File: config.mk
export PLATFORM = sky130hd
export DESIGN_NAME = icetap_capture_engine
export DESIGN_NICKNAME = d
export VERILOG_FILES = /design/src/rtl/icetap_capture_engine.sv
export SDC_FILE = /design/constraint.sdc
export NUM_CORES = 2
export LEC_CHECK = 0
export ABC_AREA = 0
export CORE_ASPECT_RATIO = 0.7
export CORE_MARGIN = 3
export CORE_UTILIZATION = 35
export DETAILED_ROUTE_END_ITERATION = 16
export PLACE_DENSITY = 0.47
export SYNTH_ARGS = -nofsm -noshare
export SYNTH_HDL_FRONTEND = slang
export SYNTH_SLANG_ARGS = --single-unit
File: constraint.sdc
create_clock -name clk -period 8.42 [get_ports clk]
set_input_delay 1.684 -clock clk [delete_from_list [all_inputs] [get_ports clk]]
set_output_delay 1.684 -clock clk [all_outputs]
set_load 0.1 [all_outputs]
File: src/rtl/icetap_capture_engine.sv
// Logic-analyser style capture engine: pre-trigger ring buffer, masked level/edge
// trigger, optional change-only storage and indexed readback of the finished capture.
module icetap_capture_engine #(
    parameter int NR_SIGNALS = 8,
    parameter int DEPTH_BITS = 8
) (
    input  logic                  clk,
    input  logic                  reset_,
    input  logic [NR_SIGNALS-1:0] signals_in,
    input  logic [NR_SIGNALS-1:0] cfg_trig_mask,
    input  logic [NR_SIGNALS-1:0] cfg_trig_value,
    input  logic                  cfg_trig_edge,
    input  logic [DEPTH_BITS-1:0] cfg_pre_samples,
    input  logic                  cfg_store_changes,
    input  logic                  start,
    input  logic                  abort,
    input  logic                  rd_req,
    input  logic [DEPTH_BITS-1:0] rd_addr,
    output logic [NR_SIGNALS-1:0] rd_data,
    output logic                  rd_valid,
    output logic                  armed,
    output logic                  triggered,
    output logic                  done,
    output logic [DEPTH_BITS-1:0] trig_addr
);

    localparam int DEPTH = 2 ** DEPTH_BITS;
    localparam logic [DEPTH_BITS-1:0] ONE = DEPTH_BITS'(1);

    typedef enum logic [2:0] {
        ST_IDLE,
        ST_PREFILL,
        ST_WAIT_TRIG,
        ST_POST,
        ST_DONE
    } state_t;

    state_t                  state_q, state_d;
    logic [NR_SIGNALS-1:0]   s_q, s_d;
    logic [DEPTH_BITS-1:0]   wr_ptr_q, wr_ptr_d;
    logic [DEPTH_BITS-1:0]   trig_addr_q, trig_addr_d;
    logic [DEPTH_BITS-1:0]   cnt_q, cnt_d;
    logic [NR_SIGNALS-1:0]   mask_q, mask_d;
    logic [NR_SIGNALS-1:0]   value_q, value_d;
    logic                    edge_q, edge_d;
    logic [DEPTH_BITS-1:0]   pre_q, pre_d;
    logic                    changes_q, changes_d;
    logic                    prev_match_q, prev_match_d;
    logic                    first_q, first_d;
    logic [NR_SIGNALS-1:0]   last_q, last_d;
    logic                    triggered_q, triggered_d;
    logic                    armed_q, armed_d;
    logic                    done_q, done_d;
    logic [NR_SIGNALS-1:0]   rd_data_q, rd_data_d;
    logic                    rd_valid_q, rd_valid_d;

    logic [NR_SIGNALS-1:0]   mem [DEPTH];
    logic                    mem_we;
    logic                    match;
    logic                    trig_hit;
    logic                    store_ok;
    logic [DEPTH_BITS-1:0]   rd_index;

    assign match    = ((s_q ^ value_q) & mask_q) == '0;
    assign trig_hit = match && (!edge_q || !prev_match_q);
    // In change-only mode a duplicate of the last written sample is dropped.
    assign store_ok = !changes_q || first_q || (s_q != last_q);
    assign rd_index = trig_addr_q - pre_q + rd_addr;

    always_comb begin
        state_d      = state_q;
        s_d          = signals_in;
        wr_ptr_d     = wr_ptr_q;
        trig_addr_d  = trig_addr_q;
        cnt_d        = cnt_q;
        mask_d       = mask_q;
        value_d      = value_q;
        edge_d       = edge_q;
        pre_d        = pre_q;
        changes_d    = changes_q;
        prev_match_d = prev_match_q;
        first_d      = first_q;
        last_d       = last_q;
        triggered_d  = triggered_q;
        rd_data_d    = rd_data_q;
        rd_valid_d   = 1'b0;
        mem_we       = 1'b0;

        if (abort) begin
            state_d     = ST_IDLE;
            triggered_d = 1'b0;
        end else begin
            case (state_q)
                ST_IDLE, ST_DONE: begin
                    if (state_q == ST_DONE && rd_req) begin
                        rd_valid_d = 1'b1;
                        rd_data_d  = mem[rd_index];
                    end
                    if (start) begin
                        mask_d       = cfg_trig_mask;
                        value_d      = cfg_trig_value;
                        edge_d       = cfg_trig_edge;
                        pre_d        = cfg_pre_samples;
                        changes_d    = cfg_store_changes;
                        wr_ptr_d     = '0;
                        cnt_d        = '0;
                        prev_match_d = 1'b0;
                        first_d      = 1'b1;
                        triggered_d  = 1'b0;
                        state_d      = (cfg_pre_samples == '0) ? ST_WAIT_TRIG : ST_PREFILL;
                    end
                end
                ST_PREFILL: begin
                    mem_we = store_ok;
                    if (store_ok) begin
                        cnt_d = cnt_q + ONE;
                        if (cnt_q == pre_q - ONE) begin
                            state_d = ST_WAIT_TRIG;
                        end
                    end
                end
                ST_WAIT_TRIG: begin
                    prev_match_d = match;
                    if (trig_hit) begin
                        mem_we      = 1'b1;
                        trig_addr_d = wr_ptr_q;
                        triggered_d = 1'b1;
                        cnt_d       = '0;
                        state_d     = (pre_q == '1) ? ST_DONE : ST_POST;
                    end else begin
                        mem_we = store_ok;
                    end
                end
                ST_POST: begin
                    mem_we = store_ok;
                    if (store_ok) begin
                        cnt_d = cnt_q + ONE;
                        // Post-trigger length is DEPTH-1-pre written samples.
                        if (cnt_q == ('1 - pre_q - ONE)) begin
                            state_d = ST_DONE;
                        end
                    end
                end
                default: state_d = ST_IDLE;
            endcase
        end

        if (mem_we) begin
            wr_ptr_d = wr_ptr_q + ONE;
            last_d   = s_q;
            first_d  = 1'b0;
        end

        armed_d = (state_d == ST_PREFILL) || (state_d == ST_WAIT_TRIG) || (state_d == ST_POST);
        done_d  = (state_d == ST_DONE);
    end

    always_ff @(posedge clk or negedge reset_) begin
        if (!reset_) begin
            state_q      <= ST_IDLE;
            s_q          <= '0;
            wr_ptr_q     <= '0;
            trig_addr_q  <= '0;
            cnt_q        <= '0;
            mask_q       <= '0;
            value_q      <= '0;
            edge_q       <= 1'b0;
            pre_q        <= '0;
            changes_q    <= 1'b0;
            prev_match_q <= 1'b0;
            first_q      <= 1'b0;
            last_q       <= '0;
            triggered_q  <= 1'b0;
            armed_q      <= 1'b0;
            done_q       <= 1'b0;
            rd_data_q    <= '0;
            rd_valid_q   <= 1'b0;
        end else begin
            state_q      <= state_d;
            s_q          <= s_d;
            wr_ptr_q     <= wr_ptr_d;
            trig_addr_q  <= trig_addr_d;
            cnt_q        <= cnt_d;
            mask_q       <= mask_d;
            value_q      <= value_d;
            edge_q       <= edge_d;
            pre_q        <= pre_d;
            changes_q    <= changes_d;
            prev_match_q <= prev_match_d;
            first_q      <= first_d;
            last_q       <= last_d;
            triggered_q  <= triggered_d;
            armed_q      <= armed_d;
            done_q       <= done_d;
            rd_data_q    <= rd_data_d;
            rd_valid_q   <= rd_valid_d;
        end
    end

    // Sample memory is deliberately not reset so it maps onto plain RAM.
    always_ff @(posedge clk) begin
        if (mem_we) begin
            mem[wr_ptr_q] <= s_q;
        end
    end

    assign rd_data   = rd_data_q;
    assign rd_valid  = rd_valid_q;
    assign armed     = armed_q;
    assign triggered = triggered_q;
    assign done      = done_q;
    assign trig_addr = trig_addr_q;

endmodule

# After elaboration in Yosys (flattened, before gate mapping)
# Memories as Yosys holds them, arrays and structs flattened. A register that Yosys moved wholly into a read port is not among the register bits.
# Cells that the tools add are included.
# totals
ramBits,2048
input_bits,47
regBits,75
memories,1
output_inout_bits,20
word_cells,108
# mem_list
name,words,word_bits,rd,rd_clocked_by_memory_dff,write_ports,line,source
mem,256,8,1,1,1,57,logic [NR_SIGNALS-1:0] mem [DEPTH];
# op_classes
addsub,7
reduce_logical,28
n_eq_ne,18
bitwise,3
muxes,34
# ops
cell,n
$mux 8,6
$mux 3,8
$pmux 8 s3,1
$reduce_and 3->1,6
$add 8x1->8 const B,2
$eq 8x8->1,2
$logic_not 8->1,2
$sub 8x1->8 const B,2
$mux 1,14
$eq 3x2->1 const B,4
$pmux 3 s4,1
$add 8x8->8,1
$and 8x8->8,1
$eq 8x8->1 const B,1
$ne 8x8->1,1
$sub 8x8->8,1
$sub 8x8->8 const A,1
$xor 8x8->8,1
$eq 3x1->1 const B,2
$eq 3x3->1 const B,2
$ne 3x3->1 const B,2
$pmux 1 s2,3
$reduce_bool 2->1,3
$reduce_bool 3->1,2
other kinds (10),21

# Logic depth before layout (Yosys ltp)
# depth
depth_word,10
mapped_depth,16
ltp_nobuf,13

# Worst setup path after synthesis
# No wires, ideal clock.
# synth_path
path_type,flip-flop to flip-flop
startpoint,register s_q[2]
endpoint,memory mem[112][0] (enable)
synth_period_minus_slack_ns,5.911
path_stages_with_launch,10
setup_time_ns,0.370
path_slack_ns,2.509
path_buffers,2
required_ns,8.050
arrival_time_ns,5.541
cell_sequence,dfrtp_1 > xor2_1 > a22oi_1 > nand4_1 > or3_1 > a21o_1 > buf_2 > or2_2 > clkbuf_1 > nor2_1
# synth_between
elab_chain_len,9
elab_cells_between_ends,11
cone_classes,eq/ne (1); mux (5); bitwise (2); reduce/logical (3)
# synth_lines
item,line,source
from (decl),39,"logic [NR_SIGNALS-1:0] s_q, s_d;"
from (signal assigned),161,s_q <= '0;
from (signal assigned),180,s_q <= s_d;
$xor 8x8->8,64,assign match = ((s_q ^ value_q) & mask_q) == '0;
$and 8x8->8,64,
$logic_not 8->1,64,
$logic_and 1x1->1,65,assign trig_hit = match && (!edge_q || !prev_match_q);
$mux 1,124,if (trig_hit) begin
$pmux 1 s2 *,93,case (state_q)
$mux 1 *,89,if (abort) begin
$mux 1 *,202,if (mem_we) begin
$mux 1 (not written as such) *,203,mem[wr_ptr_q] <= s_q;
to (decl),57,
# Mark *: on every way between the ends. The rest lies on a longest branch, timed or not.

# Worst setup path in the final report
# layout_path
startpoint,input port rd_addr[1]
endpoint,"register rd_data_q[3] (netlist: rd_data[3]), read port of mem"
# layout_between
elab_chain_len,1
# layout_lines
item,line,source
from (decl),18,"input logic [DEPTH_BITS-1:0] rd_addr,"
$add 8x8->8,68,assign rd_index = trig_addr_q - pre_q + rd_addr;
to (decl),54,"logic [NR_SIGNALS-1:0] rd_data_q, rd_data_d;"
# Every way passes these cells.
# A chain may end at the register's enable or synchronous reset.

==> summary.md <==
| Metric | Value |
|---|---|
| Final HPWL DP | `150 mm` |
| Die Wd | `592 µm` |
| Leak Pwr | `29.9 nW` |
| Largest area contributor in the netlist | `edfxtp_1` |
| Final Hold Vio Count | `0` |
| Commonest non-fill, non-tap cell in the layout | `edfxtp_1` |
| IR drop worst, VDD | `436 µV` |
| Hold-fix buffers, CTS | `0` |
| Comb pwr share | `40.2%` |
| Hold Worst Slack | `471 ps` |
| GRT Total Usage | `19.7%` |
| Post-Syn Area | `84200 µm²` |
| Sw Pwr | `0.0134 W` |
| Register area share after synthesis | `75.5%` |
| Status | `completed` |
| Max Cap Violations | `0` |
| Num rows | `150` |
| Worst Setup SP | `rd_addr[1]` |
| Initial DRC count | `4419` |
| Crit path max-delay cell type | `fa_4` |
| Sink Count | `2131` |
| Total via count after detailed routing | `42800` |
| WP data required | `9150 ps` |
| Clock slew at reported path FFs | `70 ps` |
| CTS tree | `done` |
| # setup viols final | `0` |
| Cts repair resizes | `0` |
| Unique masters post-synth | `72` |
| CP Capture Type | `register` |
| Router iterations before antenna repair | `6` |
| Power per cell area | `372 nW/µm²` |
| Worst-Margin Slew | `1330 ps` |
| CP peak stage delay | `1050 ps` |
| Buf+Inv Stages, Crit Path | `4` |
| Yosys top cell area share | `73.0%` |
| Vias in the first global route | `43100` |
| EDFF count, synth | `2048` |
| Drt total wl | `244 mm` |
| GPL Wtd Cong | `0.805` |
| Fillers | `21500` |
| Met3 wire length | `22.4 mm` |
| #FFs+latches synth | `2131` |
| Largest net degree at the start of global routing | `202` |
| Reg2reg setup slack | `2660 ps` |
| Detailed-route DRC error count | `0` |
| Post-DRT Antenna Nets | `0` |
| Max_slew headroom | `11.2%` |
| Worst Reg-to-Reg Cells | `9` |
| Core Area | `239000 µm²` |
| CTS Buffer Depth | `4` |
| Routed wire per std cell | `31.2 µm` |
| Routed length on met1 | `114 mm` |
| Skew final | `54.5 ps` |
| Critical R2R Capture | `mem[49][7]` |
| CP Depth | `14` |
| RSZ-0062 raised after global routing | `no` |
| Die Area | `247000 µm²` |
| Chip height | `416 µm` |
| Switch share | `37.7%` |
| Fin. max-slew vios | `0` |
| Syn Inst Count | `4322` |
| Routed vias/inst | `5.47` |
| Crit path cell chain | `clkdlybuf4s50_1, inv_1, fa_1, inv_1, fa_4, buf_12, mux4_2, nand2_1, a22oi_1, o21ai_0, o31ai_1, a22oi_1, o311ai_0, a211o_1` |
| Most frequent cells in the layout | `edfxtp_1, mux4_2, nand2_1, nor2_1, clkbuf_16` |
| Avg Synthesized Cell Area | `19.5 µm²` |
| TritonCTS buffer count | `210` |
| Initial core utilization | `35.2%` |
| Final Core Density | `40.0%` |
| Syn-to-layout area delta | `13.6%` |
| Clk Latency, worst-skew pair | `870 ps` |
| Top Family by Delay on Critical Path | `compound AO/OA/AOI/OAI gates` |
| Root Buffer | `clkbuf_16` |
| Class of the tightest hold or removal check | `reg -> reg` |
| Arrival @ worst endpoint | `6860 ps` |
| Fin Setup TNS | `0 ps` |
| Startpoint Class | `input port` |
| Layout cells sized above 1 | `21.5%` |
| Net count, final | `4532` |
| Final period util | `72.8%` |
| Critical Path Fanout Max | `44` |
| Clock power share | `26.5%` |
| WS Path Type | `in -> reg` |
| FF-to-FF Start | `s_q[3]` |
| Fin crit period | `6130 ps` |
| Power, Total | `0.0356 W` |
| Power Internal | `0.0222 W` |
| Top cells by area, synth | `edfxtp_1, mux4_2, dfrtp_1, nand2_1, nor2_1` |
| Initial antenna violation count | `19` |
| Part of the power in registers | `33.3%` |
| Number of port buffers | `66` |
| Detailed route wirelength on metal2 | `102 mm` |
| First-pass GRT wire length | `343 mm` |
| Ports | `67` |
| Synth warnings | `0` |
| Critical Path Sink | `rd_data[3]` |
| Fmax | `0.163 GHz` |
| Post-CTS setup buffers | `0` |
| Htree depth | `4` |
| Net Count, Synth | `4392` |
| Top sig layer | `met4` |
| Top_reg_cell synth | `edfxtp_1` |
| GRT overflow | `0` |
| Ys async rst share | `3.89%` |
[per-stage QoR]
stage / area, µm² / cells / setup slack (ps)
after floorplan: 84200 / 4322 / 2510
after global placement: 89100 / 7441 / 880
after detailed placement: 89100 / 7442 / 1470
after CTS: 95700 / 7816 / 2380
after global routing: 95700 / 7817 / 2140
final: 95700 / 7821 / 2290
[final cells by class]
cell class                 instances  area (µm²)  share of cell area [%]
sequential                      2131       63600                    66.4
multi-input combinational       1900       19500                    20.4
clock buffer                     260        5500                    5.74
tap                             3192        3990                    4.17
timing repair buffer             181        1810                    1.89
clock inverter                   114        1170                    1.22
inverter                          38         143                   0.149
antenna                            5        12.5                  0.0131
[cells by family after synthesis]
family                   Yosys count  synth area share (%)
AO/OA/AOI/OAI                    257                  2.12
XOR/XNOR                          51                 0.539
adder cells (fa/ha/maj)           23                 0.404
buffers and inverters            291                  1.51
flip-flops                      2131                  75.5
multiplexers                     599                  15.1
AND/OR/NAND/NOR                  970                  4.91
[power by group through the flow]
stage          Clock [W]  Combinational [W]  Sequential (W)
2_1_floorplan          0            0.00823          0.0122
3_3_place_gp           0             0.0144          0.0121
3_5_place_dp           0             0.0143          0.0121
4_1_cts          0.00962             0.0143          0.0118
5_1_grt           0.0101             0.0151          0.0119
6_report         0.00942             0.0143          0.0118
[per-layer routing]
metal  track usage [%]  vias to the layer above
met3              5.96                      320
met4              4.90                        0
li1                  -                    17700
met1              30.3                    23100
met2              27.0                     1589
met5                 0                        -
[cells in the mapped netlist, types with 4 or more instances]
library cell	count
o311ai_1	4
inv_1	38
o2111ai_1	5
fa_1	7
a21oi_1	48
or3_1	11
o21a_1	4
buf_4	18
xor2_1	18
a32oi_1	22
and3_1	28
a21o_1	4
edfxtp_1	2048
nor2_1	315
o211ai_1	9
o31ai_1	6
nor4_1	8
nand3b_1	4
dfrtp_1	83
and2_1	6
a32o_1	8
clkbuf_1	139
buf_2	78
nand2_1	414
a2111oi_0	7
nand4_1	34
ha_1	16
a31oi_1	11
or2_2	20
a211oi_1	22
nor2b_1	7
mux2_2	12
o21ai_0	56
mux2i_1	54
o22ai_1	5
nand3_1	87
a22oi_1	12
a311oi_1	9
mux4_2	533
xnor2_1	32
nor3_1	22
buf_1	16
[flip-flops by register name, indices dropped and copies added (netlist names)]
signal and flops:
mem 2048, cnt_q 8, last_q 8, mask_q 8, pre_q 8, rd_data 8, s_q 8, trig_addr 8
value_q 8, wr_ptr_q 8, state_q 3, armed 1, changes_q 1, done 1, edge_q 1, first_q 1
prev_match_q 1, rd_valid 1, triggered 1
[worst register-to-register path: cells and delay by family, from the launching register on]
family                    cells  cell delay (ps)
and+or+nand+nor               5             2600
xor gates and xnor gates      1              250
AOI/OAI and AO/OA             1              820
DFF                           1              520
buffers and inverters         2             1150
[worst min path at each step]
stage,depth (start not counted),end,from
6_report,2,first_q,first_q
5_1_grt,2,first_q,first_q
4_1_cts,2,first_q,first_q
3_5_place_dp,2,first_q,first_q
3_3_place_gp,2,first_q,first_q
2_1_floorplan,2,edge_q,edge_q
Note: power is estimated with default switching activity, not from simulation.
